**src/rtl/imm_ext_seq.sv**
```systemverilog
// Immediate-extension sequencer: selects 4/8-bit sign, 8-bit zero, or paired
// upper/lower byte extension and holds the 16-bit result until the consumer takes it.
//
// state   | meaning
// --------+-----------------------------------------------------------
// IDLE    | ready for a new instruction
// WAIT_LO | upper byte captured, waiting for the lower-byte instruction
// OUT     | imm valid, held until out_ready
module imm_ext_seq #(
  parameter int TIMEOUT = 15,
  parameter int CNT_W   = 4
) (
  input  logic        clk,
  input  logic        reset_n,
  input  logic        instr_valid,
  output logic        instr_ready,
  input  logic [15:0] instr,
  input  logic [1:0]  imm_sel,
  output logic        imm_valid,
  input  logic        out_ready,
  output logic [15:0] imm,
  output logic        busy,
  output logic        timeout_err
);

  typedef enum logic [1:0] {
    IDLE    = 2'd0,
    WAIT_LO = 2'd1,
    OUT     = 2'd2
  } state_t;

  state_t           state;
  logic [7:0]       hi;
  logic [CNT_W-1:0] cnt;
  logic [15:0]      ext_val;

  // ready is a pure state decode; gated by reset_n so it reads 0 while held in reset
  assign instr_ready = reset_n & (state != OUT);
  assign busy        = (state != IDLE);

  always_comb begin
    ext_val = 16'h0000;
    case (imm_sel)
      2'b00:   ext_val = {{12{instr[3]}}, instr[3:0]};
      2'b01:   ext_val = {{8{instr[7]}}, instr[7:0]};
      2'b10:   ext_val = {8'h00, instr[7:0]};
      default: ext_val = 16'h0000;
    endcase
  end

  always_ff @(posedge clk or negedge reset_n) begin
    if (!reset_n) begin
      state       <= IDLE;
      imm         <= 16'h0000;
      imm_valid   <= 1'b0;
      timeout_err <= 1'b0;
      hi          <= 8'h00;
      cnt         <= '0;
    end else begin
      timeout_err <= 1'b0;
      case (state)
        IDLE: begin
          if (instr_valid) begin
            if (imm_sel == 2'b11) begin
              hi    <= instr[7:0];
              cnt   <= '0;
              state <= WAIT_LO;
            end else begin
              imm       <= ext_val;
              imm_valid <= 1'b1;
              state     <= OUT;
            end
          end
        end
        WAIT_LO: begin
          // an accept on the terminal cycle completes the pair instead of timing out
          if (instr_valid) begin
            imm       <= {hi, instr[7:0]};
            imm_valid <= 1'b1;
            hi        <= 8'h00;
            cnt       <= '0;
            state     <= OUT;
          end else if (cnt == CNT_W'(TIMEOUT - 1)) begin
            timeout_err <= 1'b1;
            hi          <= 8'h00;
            cnt         <= '0;
            state       <= IDLE;
          end else begin
            cnt <= cnt + 1'b1;
          end
        end
        OUT: begin
          if (out_ready) begin
            imm_valid <= 1'b0;
            state     <= IDLE;
          end
        end
        default: begin
          imm_valid <= 1'b0;
          state     <= IDLE;
        end
      endcase
    end
  end

endmodule
```
**config.mk**
```make
export PLATFORM = sky130hd
export DESIGN_NAME = imm_ext_seq
export DESIGN_NICKNAME = d
export VERILOG_FILES = /design/src/rtl/imm_ext_seq.sv
export SDC_FILE = /design/constraint.sdc
export NUM_CORES = 1
export LEC_CHECK = 0
export ABC_AREA = 1
export CAP_MARGIN = 20
export CORE_MARGIN = 3
export CORE_UTILIZATION = 42
export CTS_CLUSTER_DIAMETER = 100
export DETAILED_ROUTE_END_ITERATION = 8
export GPL_ROUTABILITY_DRIVEN = 0
export GPL_TIMING_DRIVEN = 0
export PLACE_DENSITY_LB_ADDON = 0.15
export SYNTH_ARGS = -nofsm -noshare
export SYNTH_HDL_FRONTEND = slang
export SYNTH_SLANG_ARGS = --single-unit
```
**constraint.sdc**
```tcl
create_clock -name clk -period 1.5 [get_ports clk]
set_input_delay 0.45 -clock clk [delete_from_list [all_inputs] [get_ports clk]]
set_output_delay 0.45 -clock clk [all_outputs]
set_load 0.01 [all_outputs]
```
==> reports/results.tsv <==
stage	metric	value	unit
placement	Post-DP HPWL	2334	microns
drt	vias per inst	4.680	
logic_synthesis	leading area contributor after synthesis	dfrtp_1	
logic_synthesis	Net Count, Synth	216	
logic_synthesis	synthesis-stage register bit count	32	
sta	fmax	652.9	MHz
critical_path	Worst Path Arrival	1.08	ns
power	Net Switching	0.001140	W
die	Core Footprint	3468	sq um
power	Gate power share	36.6	%
logic_synthesis	synth cell count leaders	nor2_1 (53), nand2_1 (44), dfrtp_1 (32)	
critical_path	Slowest Stage Delay on Critical Path	0.41	ns
placement	Area after DPL	1951	sq um
logic_synthesis	Synth top area share	51.08	%
power	P_int	0.002270	W
sta	actual slew at the worst max-slew pin	0.2494	ns
clock_network	Clk pin slew, worst setup/hold paths	0.07	ns
critical_path	critical path data required time	1.05	ns
sta	crit share post-route	102.1	%
logic_synthesis	sequential share of the synthesized area	51.08	%
global_routing	vias in the first global route	1321	
critical_path	CP max-delay cell	dfrtp_2	
power	VDD IR max	0.8529	mV
finish	Finished Cell Area	2170	sq um
critical_path	kind of critical path	reg2out	
placement	pre-CTS setup slack	-0.8012	ns
global_routing	GRT Overall Usage	17.28	%
clock_network	root buf cell	clkbuf_8	
sta	Final TNS setup	-0.04087	ns
global_routing	largest net degree at the start of global routing	34	
power	Clk pwr share	23.4	%
drt	via count	1362	
sta	min cycle time layout	1.532	ns
clock_network	CTS Buf Count	5	
logic_synthesis	EDFF count, synth	0	
worst_hold_path	worst min path class	in2async	
power	P per Cell Area	1572	nW/um^2
logic_synthesis	Ys Warns	0	
logic_synthesis	top post-synthesis cells by area	dfrtp_1 (51%), nor2_1 (13%), nand2_1 (11%)	
clock_network	clock sink count	32	
critical_path	Crit. End Element	primary output	
global_routing	global-route wire length before repair	5885	microns
sta	Final setup viols	2	
sta	max-slew violations	0	
power	switching share of power	33.44	%
die	die area	4502	sq um
die	# IOs	42	
placement	port bufs	33	
logic_synthesis	most common cell in the netlist	nor2_1	
finish	Layout fillers	342	
clock_network	TritonCTS clock tree	yes	
run_status	failing checks	setup timing	
critical_path	CP Cell Sequence	buf_4 -> nor2_4 -> inv_1 -> buf_2	
power	sequential power share	40.0	%
logic_synthesis	Post-Synthesis Cells	192	
critical_path	startpoint types	register	
finish	share of post-route cells with drive strength above 1	21.22	%
die	starting density of the core	45.20	%
logic_synthesis	Netlist cell types	23	
finish	Nets	268	
logic_synthesis	synthesized area	1568	sq um
die	Site Rows	21	
clock_network	Clock Path Buffers	2	
run_status	status	complete, but fails checks	
die	Die Ht	67.10	microns
drt	DR pass1 iterations	4	
critical_path	Critical Path Fanout Max	2	
power	P_leak	1.067	nW
drt	initial drt markers	89	
drt	routed len/inst	11.58	microns
drt	drc violations	0	
clock_network	H-tree depth	2	
global_routing	initial antenna violation count	0	
drt	DRT Wirelength	3371	microns
drt	Routed Antenna Nets	0	
logic_synthesis	most common flop cell mapped by yosys	dfrtp_1	
sta	PnR worst setup slack	-0.03170	ns
clock_network	Worst-Skew Late Latency	0.28	ns
sta	clock skew	0.002993	ns
finish	antenna diode count	0	
global_routing	gr ovfl total	0	
sta	Hold Vio Cnt, Final	0	
sta	Slew headroom	83.31	%
job	max-cap check violation count	0	
logic_synthesis	Post-synth ARST share	100.0	%
finish	area grow syn2layout	38.39	%
die	die width	67.10	microns
logic_synthesis	Syn Area/Cell	8.165	sq um
sta	unrepaired setup endpoints after global routing	true	
## path summary, 6_finish.rpt
path / to / slack [ns] / start / depth (start not counted)
max: busy / -0.03 / state[1] / 4
min: cnt[2] / 0.01 / reset_n / 1
max reg2reg: hi[7] / 0.07 / state[1] / 9
min reg2reg: imm_valid / 0.48 / imm_valid / 2
max in group asynchronous: state[0] / 1.27 / reset_n / 1
min in group clk: imm_valid / 0.48 / imm_valid / 2
## power by group through the flow
stage	registers, W	logic (W)	clock network (W)
5_1_grt	0.00141	0.00140	0.000865
3_5_place_dp	0.00139	0.00127	0
6_report	0.00137	0.00125	0.000798
3_3_place_gp	0.00139	0.00126	0
2_1_floorplan	0.00146	0.000602	0
4_1_cts	0.00137	0.00121	0.000817
## stage by stage
step | std cells | total power (W) | hold slack (ns) | util [%]
after floorplan | 192 | 0.002065 | 0.1544 | -
after global placement | 271 | 0.002645 | 0.4620 | 56.39
after detailed placement | 271 | 0.002659 | 0.4721 | 56.24
after CTS | 287 | 0.003399 | 0.04857 | 61.04
after global routing | 291 | 0.003670 | 0.02155 | 62.55
final | 291 | 0.003411 | 0.01458 | 62.55
## worst max-delay path, delay by kind of cell, from the launching register on
family | cells | cell delay [ns]
DFF | 1 | 0.41
buffers and inverters | 3 | 0.32
and+or+nand+nor | 1 | 0.07
## timing repair
action | CTS | global route
cloned | 1 | 0
endpoints found under the setup margin | 46 | 19
buffers inserted | 7 | 4
resized for setup | 39 | 6
endpoints found under the hold margin | 0 | 0
pin swaps | 4 | 2
hold buffers | 0 | 0
## logic make-up after synthesis
family	Yosys count	share of synthesized area, %
simple gates	117	30.81
compound gates	24	11.17
fa+ha+maj	2	1.596
flops	32	51.08
buf+inv	16	4.788
xor+xnor	1	0.5588
## metal layers
metal	track usage (%)	wire length, microns	vias to the layer above
li1	-	-	709
met1	23.52	1757	623
met2	26.63	1473	26
met3	5.059	113	4
met4	4.557	26	0
met5	0	0	-
## cells in the final DEF, fill, tap and decap left out, types with 2 or more instances in the layout
| cell type | synthesis | final |
|---|---|---|
| nor2_1 | 53 | 53 |
| nand3_1 | 13 | 11 |
| nand3_2 | 0 | 2 |
| clkdlybuf4s50_1 | 0 | 9 |
| o21ai_2 | 8 | 8 |
| dfrtp_1 | 32 | 30 |
| inv_1 | 9 | 8 |
| inv_2 | 2 | 3 |
| nor2_4 | 1 | 2 |
| o21ai_0 | 7 | 7 |
| clkbuf_8 | 0 | 5 |
| nand2_2 | 2 | 4 |
| a21oi_4 | 2 | 2 |
| nand2_1 | 44 | 42 |
| dlygate4sd2_1 | 0 | 19 |
| buf_2 | 3 | 5 |
| buf_4 | 1 | 11 |
| o21ai_1 | 2 | 2 |
| dfrtp_2 | 0 | 2 |
| a21oi_1 | 4 | 4 |
| dlymetal6s2s_1 | 0 | 2 |
| ha_1 | 2 | 2 |
## area by class of cell
class	instances	area (sq um)	area share (%)
flip-flops and latches	32	803.3	37.02
multi-input cells	145	724.4	33.39
repair buffers	44	392.9	18.11
clock buffers	6	72.57	3.345
well taps	46	57.56	2.653
plain buffers	5	42.54	1.961
inverters	11	41.29	1.903
clock inverters	2	35.03	1.615
## registers in the layout, summed over array words and instances (netlist names)
register,cells
imm,16
state,2
timeout_err,1
imm_valid,1
cnt,4
hi,8
(Power assumes the default switching activity.)
==> RTL edit: new RTL, same settings <==
`CNT_W`: 4 -> 5.
--- a/src/rtl/imm_ext_seq.sv
+++ b/src/rtl/imm_ext_seq.sv
@@ -8,7 +8,7 @@
 // OUT     | imm valid, held until out_ready
 module imm_ext_seq #(
   parameter int TIMEOUT = 15,
-  parameter int CNT_W   = 4
+  parameter int CNT_W   = 5
 ) (
   input  logic        clk,
   input  logic        reset_n,
Function: no difference found for any inputs over 10 cycles, from zero or initial values and one cycle with reset_n low; that may be too few to reach the edited logic, so the function may still have changed.
==> RTL edit against the original RTL <==
  * The flow still finishes with violations (negative setup slack)
  * Sequential cell count rose by 1
  * Sequential share of layout area fell by 0.71 points
  * Fmax rose by 0.24%
  * Synthesized area rose by 7.7%
  * Worst setup slack improved by 0.0037 ns
  * Routed wire length rose by 1.6%
  * Final cell count rose by 4.5%
  * Total power fell by 4.8%
  * Hold slack improved by 0.0011 ns
  * Sequential power fell by 4%
  * Clock skew barely moved
  * Synthesized cell count rose by 5.7%
  * Utilization fell by 2.1 points
  * Final area rose by 5.1%
==> RTL edit: results (changes against the original RTL) <==
Final layout
  – Inverters: 18 (+7)
  – Fraction of area in multi-input gates: 0.328 (-0.00588)
  – NonClk Buf Share: 0.199 (-0.00212)
  – Clock buf/inv share: 0.0510 (+0.00142)
  – Multi-In Gates: 147 (+1.4%)
  – Seq. cell area: 828 µm² (+3.1%)

Synth
  – Syn Inst Count: 203 (+5.7%)
  – Most area-consuming cells after synthesis: dfrtp_1 49%, nand2_1 11%, nor2_1 9.6%
  – Post-synthesis sequential area ratio: 0.489 (-0.0219)
  – Commonest cells in the netlist: 50 x nand2_1, 43 x nor2_1, 33 x dfrtp_1
  – Synth Register Bits: 33 (+3.1%)
  – Synth Net Count: 227 (+5.1%)

STA
  – Slew HR: 0.825 (-0.00838)
  – TNS Setup: -0.0280 ns (+0.0129 ns)
  – Setup violations, final: 1 (-1)
  – Final WS setup: -0.0280 ns (+0.00369 ns)

Worst setup path
  – Worst r2r path cells: 7 (-2)
  – Worst-path fanout max: 4 (+2)
  – Critical path capture point: instr_ready
  – Worst r2r dst: imm[0]
  – Reg2reg setup slack: 0.04 ns (-0.03 ns)

Status
  – Failing checks: negative setup slack
  – Status: finished with violations

Place
  – DP HPWL: 2400 µm (+2.9%)
  – Area after DPL: 0.00207 mm² (+6.4%)

Global routing
  – Global-route wire length before repair: 5970 µm (+1.4%)
  – Vias in the first global route: 1,346 (+1.9%)
  – Largest net degree at the start of global routing: 35 (+2.9%)

Clock network
  – Post_cts resized: 40 (+2.6%)

Drt
  – Final WL: 3430 µm (+1.6%)

Die
  – Rows: 22 (+4.8%)

Pwr
  – Peak VDD IR: 738 µV (-13%)
  – NetSw: 1.03 mW (-9.8%)
  – Lkg Pwr: 1.12 nW (+5.0%)
## RTL edit: changes by cell type after synthesis, sizes merged
cell	change
nor2	-9
nand4	+2
xor2	-1
inv	+7
dfrtp	+1
nand3b	-1
nor3	-1
o31ai	+1
or2	+4
nand3	-5
nand2	+9
o21ai	+4
## RTL edit: layer usage
layer,global-route usage,routed length [µm],up-vias
met5,0,0,-
met4,0.0738,70,0
met3,0.0406,186,9
met2,0.226,1500,36
met1,0.208,1670,598
li1,-,-,740
## RTL edit: cells by family (layout without fill, tap and decap cells)
kind of cell	after synthesis	in the layout	synth area share
AO/OA/AOI/OAI	29	29	0.122
AND/OR/NAND/NOR	116	116	0.298
buffers and inverters	23	76	0.0763
adder cells (fa/ha/maj)	2	2	0.0148
flip-flops	33	33	0.489
## RTL edit: critical path, cell delays in order, from the launching register on
cell and delay, ns:
dfrtp_2 0.43, buf_6 0.14, a21boi_2 0.10, buf_2 0.13
